<file path="src/rtl/level_stream_arbiter.sv">
// Window-atomic round-robin arbiter: forwards whole BEATS-beat windows from one pyramid level
// at a time onto the shared stream bus. Define ARB_HEADER_EN to prepend a sequence-numbered header beat.
module level_stream_arbiter #(
   parameter int BUS_WIDTH = 128,
   parameter int LEVELS    = 7,
   parameter int BEATS     = 10,
   parameter int LVL_W     = 3
) (
   input  logic                        clk,
   input  logic                        rst_n,
   input  logic [LEVELS-1:0]           in_valid,
   input  logic [BUS_WIDTH*LEVELS-1:0] in_stream,
   output logic [LEVELS-1:0]           in_ready,
   output logic [BUS_WIDTH-1:0]        out_stream,
   output logic                        out_valid,
   input  logic                        out_ready,
   output logic                        out_last,
   output logic [LVL_W-1:0]            out_level,
   output logic                        busy
);

   localparam int NSLOT = 1 << LVL_W;
   localparam int CNT_W = $clog2(BEATS + 1);

   localparam logic [1:0] ST_IDLE = 2'd0;
   localparam logic [1:0] ST_XFER = 2'd1;
`ifdef ARB_HEADER_EN
   localparam logic [1:0] ST_HDR  = 2'd2;
`endif

   logic [1:0]           state;
   logic [LVL_W-1:0]     grant;
   logic [LVL_W-1:0]     last_grant;
   logic [LVL_W-1:0]     pick;
   logic [CNT_W-1:0]     beat_cnt;
   logic [BUS_WIDTH-1:0] lane [NSLOT];
   logic [NSLOT-1:0]     vld_pad;
   logic                 out_space;
   logic                 in_fire;
   logic                 last_beat;

   logic [BUS_WIDTH-1:0] data_p1;
   logic                 vld_p1;
   logic                 last_p1;
   logic [LVL_W-1:0]     level_p1;

   // First requesting level strictly after 'last', wrapping within LEVELS.
   function automatic logic [LVL_W-1:0] rr_pick(input logic [LEVELS-1:0] req,
                                                input logic [LVL_W-1:0]  last);
      logic [LVL_W-1:0] sel;
      logic             found;
      int               idx;
      sel   = '0;
      found = 1'b0;
      for (int k = 1; k <= LEVELS; k++) begin
         idx = (int'(last) + k) % LEVELS;
         if (!found && ((req >> idx) & LEVELS'(1)) != '0) begin
            sel   = LVL_W'(idx);
            found = 1'b1;
         end
      end
      return sel;
   endfunction

   // Lanes padded to a power of two so a grant index can never select outside the array.
   genvar j;
   generate
      for (j = 0; j < NSLOT; j++) begin : g_lane
         if (j < LEVELS) begin : g_real
            assign lane[j] = in_stream[j*BUS_WIDTH +: BUS_WIDTH];
         end else begin : g_pad
            assign lane[j] = '0;
         end
      end
   endgenerate

   assign vld_pad   = NSLOT'(in_valid);
   assign out_space = !vld_p1 || out_ready;
   assign in_fire   = (state == ST_XFER) && out_space && vld_pad[grant];
   assign in_ready  = (state == ST_XFER && out_space) ? LEVELS'(NSLOT'(1) << grant) : '0;
   assign last_beat = (beat_cnt == CNT_W'(BEATS - 1));
   assign pick      = rr_pick(in_valid, last_grant);
   assign busy      = (state != ST_IDLE);

`ifdef ARB_HEADER_EN
   logic [15:0]          seq_cnt;
   logic                 hdr_fire;
   logic [BUS_WIDTH-1:0] hdr_beat;

   assign hdr_fire = (state == ST_HDR) && out_space;
   assign hdr_beat = {16'hA5C3, seq_cnt, grant, {(BUS_WIDTH - 32 - LVL_W){1'b0}}};
`endif

   // stage p0: packet control (arbitration, beat counting)
   always_ff @(posedge clk or negedge rst_n) begin
      if (!rst_n) begin
         state      <= ST_IDLE;
         grant      <= '0;
         last_grant <= LVL_W'(LEVELS - 1);
         beat_cnt   <= '0;
`ifdef ARB_HEADER_EN
         seq_cnt    <= '0;
`endif
      end else begin
         case (state)
            ST_IDLE: begin
               if (|in_valid) begin
                  grant      <= pick;
                  last_grant <= pick;
                  beat_cnt   <= '0;
`ifdef ARB_HEADER_EN
                  state      <= ST_HDR;
`else
                  state      <= ST_XFER;
`endif
               end
            end
`ifdef ARB_HEADER_EN
            ST_HDR: begin
               if (out_space) begin
                  state   <= ST_XFER;
                  seq_cnt <= seq_cnt + 16'd1;
               end
            end
`endif
            ST_XFER: begin
               if (in_fire) begin
                  beat_cnt <= beat_cnt + 1'b1;
                  if (last_beat) begin
                     state <= ST_IDLE;
                  end
               end
            end
            default: state <= ST_IDLE;
         endcase
      end
   end

   // stage p1: registered output beat, held while the sink stalls
   always_ff @(posedge clk or negedge rst_n) begin
      if (!rst_n) begin
         vld_p1   <= 1'b0;
         data_p1  <= '0;
         last_p1  <= 1'b0;
         level_p1 <= '0;
      end else if (in_fire) begin
         vld_p1   <= 1'b1;
         data_p1  <= lane[grant];
         last_p1  <= last_beat;
         level_p1 <= grant;
      end
`ifdef ARB_HEADER_EN
      else if (hdr_fire) begin
         vld_p1   <= 1'b1;
         data_p1  <= hdr_beat;
         last_p1  <= 1'b0;
         level_p1 <= grant;
      end
`endif
      else if (out_ready) begin
         vld_p1 <= 1'b0;
      end
   end

   assign out_valid  = vld_p1;
   assign out_stream = data_p1;
   assign out_last   = last_p1;
   assign out_level  = level_p1;

endmodule

</file>
<file path="config.mk">
export PLATFORM = sky130hd
export DESIGN_NAME = level_stream_arbiter
export DESIGN_NICKNAME = d
export VERILOG_FILES = /design/src/rtl/level_stream_arbiter.sv
export SDC_FILE = /design/constraint.sdc
export NUM_CORES = 1
export LEC_CHECK = 0
export ABC_AREA = 1
export ABC_CLOCK_PERIOD_IN_PS = 7450
export CORE_AREA = 2 2 408 410
export CTS_CLUSTER_DIAMETER = 200
export CTS_CLUSTER_SIZE = 20
export DETAILED_ROUTE_END_ITERATION = 16
export DIE_AREA = 0 0 410 412
export SYNTH_ARGS = -nofsm -noshare
export SYNTH_HDL_FRONTEND = slang
export SYNTH_SLANG_ARGS = --single-unit
export TNS_END_PERCENT = 10
</file>
<file path="constraint.sdc">
create_clock -name clk -period 7.45 [get_ports clk]
set_clock_uncertainty 0.1 [all_clocks]
set_input_delay 1.1175 -clock clk [delete_from_list [all_inputs] [get_ports clk]]
set_output_delay 1.1175 -clock clk [all_outputs]
set_load 0.01 [all_outputs]
</file>
After elaboration in Yosys (flattened, before gate mapping)
Cells that the tools add are included.
{"block": "totals", "mem_bits_rw": 0, "memories": 0, "out_inout_bits": 141, "regBits": 145, "latch_bits": 0, "mem_bits_ro": 0}
{"block": "classes", "div": 7, "magnitude_cmp": 2, "add_sub_neg": 8, "mul": 0, "muxes": 28, "n_reduce_logical": 24, "shift": 8, "eq_ne": 5, "bitwise_logic": 1}
{"op": "$bmux 128 s3", "n": 1}
{"op": "$mux 128", "n": 2}
{"op": "$mod 32x4->32 const B", "n": 7}
{"op": "$shr 7x32->1", "n": 7}
{"op": "$mux 3", "n": 7}
{"op": "$add 3x3->4 const B", "n": 4}
{"op": "$mux 1", "n": 9}
{"op": "$add 3x2->4 const B", "n": 2}
{"op": "$logic_and 1x1->1", "n": 8}
{"op": "$mux 4", "n": 2}
{"op": "$pmux 4 s2", "n": 1}
{"op": "$logic_not 1->1", "n": 7}
{"op": "$mux 7", "n": 1}
{"op": "$reduce_or 7->1", "n": 1}
{"op": "$shl 1x3->7 const A", "n": 1}
{"op": "$mux 2", "n": 3}
{"op": "$ne 2x2->1 const B", "n": 3}
{"op": "$reduce_and 3->1", "n": 2}
{"op": "$reduce_bool 2->1", "n": 3}
{"op": "$add 3x1->4 const B", "n": 1}
{"op": "$add 4x1->4 const B", "n": 1}
{"op": "$eq 4x4->1 const B", "n": 1}
{"op": "$ge 4x4->1 const B", "n": 1}
{"op": "$lt 3x4->1 const B", "n": 1}
{"op": "7 further kinds", "n": 7}

Logic depth before layout (Yosys ltp)
Gate-level depths: netlist of run 1.
{"block": "depth", "ltp_word": 22, "depth_mapped": 30, "mapped_depth_nobuf": 28}

Worst setup path after synthesis of run 1
No wires, ideal clock.
{"block": "synth_path", "path_type": "reg2reg", "from": "reg, netlist name grant[0]", "to": "reg grant[2]", "path_buffers": 2, "path_stages_with_launch": 29, "arrival_time_ps": 3484, "setup_slack_ps": 3745, "required_time_ps": 7229, "cell_sequence": "dfrtp_1 -> buf_2 -> inv_1 -> buf_2 -> ha_1 -> inv_1 -> nand2_2 -> nand2_4 -> ha_1 -> nand2_1 -> inv_1 -> nor2_1 -> a21oi_4 -> nand3_2 -> nand3_4 -> nand2_1 -> nand2_1 -> inv_1 -> nand3_1 -> nand2_1 -> nand2_1 -> nand3_4 -> nand3_4 -> nor2_4 -> nand3_1 -> nand2_1 -> inv_1 -> o21ai_2 -> nand2_1"}
{"item": "end signal, assigned", "line_no": "108", "source": "grant <= pick;"}
{"item": "end, declared", "line_no": "32", "source": "logic [LVL_W-1:0] grant;"}

==> results of run 1 <==
routing by layer:
metal | up-vias | track usage, % | wire length, um
li1 | 9933 | - | -
met1 | 10300 | 19.4 | 58300
met2 | 1076 | 27.0 | 68500
met3 | 176 | 5.03 | 11700
met4 | 28 | 4.98 | 3480
met5 | - | 0 | 180
final cells by class:
type                    instances  area share (%)
multi-input cells            2012            34.7
diodes                         22           0.199
clock inverters                15           0.589
clock buffers                  17            1.54
repair buffers               1068            38.8
inverters                      90            1.29
flip-flops and latches        143            13.0
well taps                    2189            9.91
synthesized netlist by cell type, types with 10 or more instances:
cell and instances:
a21oi_1 11, a22oi_1 50, a31oi_1 131, buf_2 13
clkbuf_1 159, dfrtp_1 141, ha_1 25, inv_1 77
inv_2 10, nand2_1 1041, nand2_2 23, nand2_4 10
nand3_1 361, nand4_1 90, nor2_1 170, o21ai_0 23
power by group through the flow:
stage	sequential [W]	clock, W	combinational, W
6_report	0.00166	0.000994	0.00834
5_1_grt	0.00170	0.00106	0.00909
4_1_cts	0.00166	0.00105	0.00842
3_5_place_dp	0.00167	0	0.00839
3_3_place_gp	0.00168	0	0.00836
2_1_floorplan	0.00159	0	0.00454
per-stage QoR:
stage                     hold slack [ns]  cells  area [um^2]
after global routing                0.429   5546        27600
after detailed placement            0.396   5502        27000
final                               0.407   5556        27600
after CTS                           0.424   5534        27600
after floorplan                     0.396   2420        14200
after global placement              0.411   5502        27000
sequential cells by signal, indices dropped and copies added, names as in the netlist:
name        count
grant           3
state           1
beat_cnt        4
out_level       3
last_grant      2
out_stream    128
out_last        1
out_valid       1
kinds of logic after synthesis:
family                     count (synthesis)  share of synthesized area (%)
xor gates and xnor gates                  11                          0.786
and+or+nand+nor                         1728                           53.0
AOI/OAI and AO/OA                        247                           11.5
buffers and inverters                    265                           7.18
DFF                                      143                           25.3
adders and majority gates                 26                           2.35
worst min-delay path by stage:
stage	endpoint	from	slack, ns	cells after the start
2_1_floorplan	beat_cnt[0]$_DFFE_PN0P_	beat_cnt[0]$_DFFE_PN0P_	0.40	1
3_3_place_gp	beat_cnt[0]$_DFFE_PN0P_	beat_cnt[0]$_DFFE_PN0P_	0.41	1
3_5_place_dp	out_level[2]$_DFFE_PN0P_	out_level[2]$_DFFE_PN0P_	0.40	2
4_1_cts	out_level[2]$_DFFE_PN0P_	out_level[2]$_DFFE_PN0P_	0.42	2
5_1_grt	out_level[2]$_DFFE_PN0P_	out_level[2]$_DFFE_PN0P_	0.43	2
6_report	out_level[2]$_DFFE_PN0P_	out_level[2]$_DFFE_PN0P_	0.41	2
worst max-delay path, cell delays in order, from the launching register on:
cell	delay, ns
dfrtp_4	0.79
buf_12	0.58
ha_1	0.38
inv_1	0.06
nand2_1	0.10
nand2_4	0.10
ha_1	0.22
ha_1	0.21
inv_1	0.14
nand2_4	0.08
nand2_1	0.08
inv_2	0.05
nor2_4	0.16
nand3_2	0.13
nand2_2	0.16
nand2_1	0.06
nand3_1	0.08
nand2_1	0.07
nand2_2	0.09
nand3_4	0.10
nand2_2	0.12
clkinv_2	0.11
nand3_2	0.08
nor2_1	0.04
nor2_1	0.10
nand2_1	0.08
o21ai_2	0.16
nand2_1	0.06
==> qor.yml, run 1 <==
critPathKind: "reg2reg"
wl_per_cell_um: 25.6
fp.dieW_um: 410
status: "completed"
fmax_ghz: 0.211
track_usage_pct: 16.0
regArea_um2: 3590
hold_class: "reg2reg"
ys_seq_area_share_pct: 25.3
yosysWarnings: 0
switching_share_pct: 58.8
rsz0062_at_grt: "false"
vias: 21500
cts.hold.buffers_added: 0
avgSynthCellArea_um2: 5.86
synth_flop_cell: "dfrtp_1"
fin_ws_ns: 2.72
critPathCaptureType: "register"
cellLeakagePower_nw: 10.6
synth.distinct_cells: 48
p_switching_w: 0.00646
slew_headroom_pct: 36.3
nFillCells: 18800
power_density_nw_per_um2: 398
via_per_inst: 3.88
grt_pass1_vias: 20700
overflow: 0
rr_endpoint: "grant[2]$_DFFE_PN0P_"
grt_pass1_wl_um: 183000
total_power_w: 0.0110
final_cell_mix: "1045 x clkdlybuf4s50_1, 1040 x nand2_1, 361 x nand3_1"
grt_antenna_before_repair: 76
intPower_w: 0.00453
rows: 149
areaGrowthSynthToFinish_pct: 95.1
postSynth.asyncResetShare_pct: 100
critPathLaunch: "grant[0]$_DFFE_PN0P_"
dp_hpwl_um: 118000
fin_util_pct: 16.8
synth_cells: 2420
firstDrtPassIters: 5
cts_tree: "done"
r2r_slack_ns: 2.72
synth_top_area_share_pct: 27.6
reg2reg_from: "grant[0]$_DFFE_PN0P_"
r2r_cells: 27
clkTransAtPathRegs_ns: 0.06
mostFrequentLayoutCell: "clkdlybuf4s50_1"
synth_seq_cells: 143
clkPwrFrac_pct: 9.0
port_buffers: 1046
drive_gt1_share_pct: 4.39
postCtsResizedCells: 0
pre_cts_slack_ns: 2.65
cp-endpoint: "grant[2]$_DFFE_PN0P_"
layout.nets: 4264
peakVddDrop_v: 0.000264
initial_core_util_pct: 8.63
gp_congestion: 0.960
wl_um: 142000
syn_area_um2: 14200
postCtsSetupBuffers: 0
dieArea_um2: 169000
core_area_um2: 164000
path_max_fanout: 114
cp.required_ns: 7.75
pwr-share-comb_pct: 75.9
cts_buffers: 17
max-cap-violations: 0
report.final.slew_viol_count: 0
timing.final.crit_period_ns: 4.73
clk_latency_ns: 0.51
finalHoldViolCount: 0
ios: 1047
die-height_um: 412
synth-edff-count: 0
cts_max_level: 4
yosys-top-cells-area: "nand2_1 28%, dfrtp_1 25%, nand3_1 13%"
cp.arrival_ns: 5.03
p_seq_share_pct: 15.1
tightest_slew_ns: 0.955
timing.final.crit_share_pct: 63.5
multi_input_area_um2: 9590
tns_ns: 0
synth_top_area_cell: "nand2_1"
dr.first_iter.drc_count: 1853
critPathLaunchType: "register"
clockBufferDepth: 2
drc: 0
grt_max_degree: 151
ant_nets: 0
cts-root-buf: "clkbuf_16"
syn-num-nets: 3352
clock_sinks: 143
setup_viol: 0
(Power assumes the default switching activity.)
==> run 2: changes to the inputs <==
ABC_CLOCK_PERIOD_IN_PS = 4600   (was 7450)
CORE_AREA = 2 2 407 409   (was 2 2 408 410)
DIE_AREA = 0 0 409 411   (was 0 0 410 412)
clock period = 4.6 ns   (was 7.45 ns; I/O delays follow)
==> run 2 against run 1 <==
Effect of this change:
- sequential share of layout area fell by 0.15 points
- first-iteration DRC count is 10% lower
- power up 65%
- cell area grew 1.2%
- cell count is 0.41% higher
- global-route usage grew 0.33 points
- critical path depth shrank 6
- wire length increased by 1.3%
- critical endpoint unchanged
- largest cell class unchanged
- largest power group unchanged
==> qor.yml, run 2 (same netlist as run 1, synthesis figures left out) <==
dp_hpwl_um: 119000  # +1.1%
cts-root-buf: "clkbuf_16"
cp.required_ns: 4.91  # -2.84 ns
mostFrequentLayoutCell: "clkdlybuf4s50_1"
cts_buffers: 17  # unchanged
setup_viol: 0  # unchanged
layout.nets: 4283  # +0.45%
placedCellCount: 5520  # +0.33%
grt_antenna_before_repair: 87  # +14%
routed.top_layer: "met5"
r2r_slack_ns: 0.46  # -2.26 ns
grt_max_degree: 147  # -2.6%
status: "completed"
finalHoldViolCount: 0  # unchanged
hold_depth: 2  # unchanged
vias: 21600  # +0.27%
slew_headroom_pct: 25.3  # -11 points
rsz0062_at_grt: "false"
cp.arrival_ns: 4.44  # -0.59 ns
wl_met2_um: 69000  # +0.81%
wl_met1_um: 58400  # +0.19%
tightest_slew_ns: 1.12  # +0.166 ns
report.final.slew_viol_count: 0  # unchanged
post_dp_cell_area_um2: 27200  # +0.92%
postCtsSetupBuffers: 0  # unchanged
peakVddDrop_v: 0.000452  # +71%
clockBufferDepth: 2  # unchanged
multi_input_area_um2: 9590  # unchanged
drc: 0  # unchanged
critPathLaunch: "last_grant[1]$_DFFE_PN1P_"
dieArea_um2: 168000  # -0.49%
ios: 1047  # unchanged
wl_per_cell_um: 25.8  # +0.86%
firstDrtPassIters: 6  # +1
track_usage_pct: 16.4  # +0.33 points
overflow: 0  # unchanged
timing.final.crit_period_ns: 4.14  # -0.595 ns
via_per_inst: 3.87  # -0.14%
dr_wl_met3_um: 11600  # -1.3%
cellLeakagePower_nw: 10.8  # +1.4%
pre_cts_slack_ns: 0.476  # -2.18 ns
port_buffers: 1046  # unchanged
critPathKind: "reg2reg"
layout.cells.non_filler: 5579  # +0.41%
die-height_um: 411  # -0.24%
design_area_um2: 28000  # +1.2%
min_from: "out_level[0]$_DFFE_PN0P_"
core_area_um2: 164000  # -0.23%
tns_ns: 0  # unchanged
critPathCaptureType: "register"
clkTransAtPathRegs_ns: 0.07  # about the same
critPathLaunchType: "register"
largest_reg_flops: 128  # unchanged
grt_pass1_vias: 20700  # -0.12%
ant_nets: 0  # unchanged
fin_ws_ns: 0.465  # -2.26 ns
regArea_um2: 3590  # unchanged
drive_gt1_share_pct: 4.88  # +0.48 points
nFillCells: 18800  # -0.11%
path_max_fanout: 11  # -90%
clock_sinks: 143  # unchanged
fin_util_pct: 17.1  # +0.24 points
grt_pass1_wl_um: 186000  # +1.4%
cts_tree: "done"
r2r_cells: 21  # -22%
clk_latency_ns: 0.53  # +0.02 ns
hold_class: "reg2reg"
fp.dieW_um: 409  # -0.24%
wl_um: 144000  # +1.3%
reg2reg_from: "last_grant[1]$_DFFE_PN1P_"
timing.final.crit_share_pct: 89.9  # +26 points
rows: 149  # unchanged
initial_core_util_pct: 8.65  # +0.020 points
power_density_nw_per_um2: 647  # +63%
gp_congestion: 0.937  # -2.4%
final_cell_mix: "1045 x clkdlybuf4s50_1, 1040 x nand2_1, 361 x nand3_1"
max-cap-violations: 0  # unchanged
dr.first_iter.drc_count: 1661  # -10%
fmax_ghz: 0.242  # +14%
areaGrowthSynthToFinish_pct: 97.3
cts_max_level: 4  # unchanged
postCtsResizedCells: 0  # unchanged
-- run 2: cell types whose count changed in the layout (fill, tap and decap cells not counted), moves of 3 or more --
cell	delta
bufinv_16	+4
inv_6	-3
inv_8	-5
buf_4	+9
diode_2	+5
buf_12	+9
clkinv_2	+3
-- run 2: critical path: stages, from the launching register on --
cell and delay [ns]:
dfstp_2 0.68, inv_2 0.17, ha_1 0.45, o21ai_0 0.30, nand2_1 0.08, o21ai_0 0.08
inv_1 0.06, ha_1 0.19, nand2_1 0.14, inv_1 0.07, o21ai_1 0.32, inv_1 0.14
o311ai_1 0.26, nand2_1 0.08, nor2_1 0.21, inv_1 0.13, nand3_4 0.11, inv_1 0.05
nand3_1 0.07, nand2_1 0.08, o21ai_2 0.16, nand2_1 0.07
-- run 2: final cells by class --
class                      count  share of cell area [%]
sequential                   143                    12.8
antenna                       27                   0.242
clock inverter                14                   0.765
clock buffer                  17                    1.52
timing repair buffer        1087                    39.2
inverter                      90                    1.28
tap                         2189                    9.80
multi-input combinational   2012                    34.3
-- run 2: per-stage QoR --
| step | power, W | hold WS, ns |
|---|---|---|
| after floorplan | 0.00993 | 0.294 |
| after global placement | 0.0164 | 0.370 |
| after detailed placement | 0.0165 | 0.374 |
| after CTS | 0.0184 | 0.0232 |
| after global routing | 0.0196 | 0.448 |
| final | 0.0181 | 0.392 |
-- run 2: worst paths after layout --
kind                                               endpoint
max in group asynchronous       out_stream[124]$_DFFE_PN0P_
worst max-delay path                   grant[2]$_DFFE_PN0P_
worst min register to register     out_level[0]$_DFFE_PN0P_
worst max register to register         grant[2]$_DFFE_PN0P_
min in group asynchronous        out_stream[34]$_DFFE_PN0P_
worst min-delay path               out_level[0]$_DFFE_PN0P_
-- run 2: routing by layer --
layer	up-vias	global-route usage, %
li1	9990	-
met1	10300	19.9
met2	1074	27.3
met3	218	4.57
met4	48	6.09
met5	-	0
-- run 2: power breakdown --
part / total [W] / switching, W / internal [W] / leakage (nW)
registers: 0.00252 / 0.000563 / 0.00196 / 1.60
clock network: 0.00178 / 0.000818 / 0.000962 / 0.306
logic: 0.0138 / 0.00904 / 0.00477 / 8.86
-- run 2: timing repair --
action / CTS / global route
endpoints found under the hold margin: 0 / 2
setup endpoints to repair: 0 / 0
hold buffers: 0 / 1
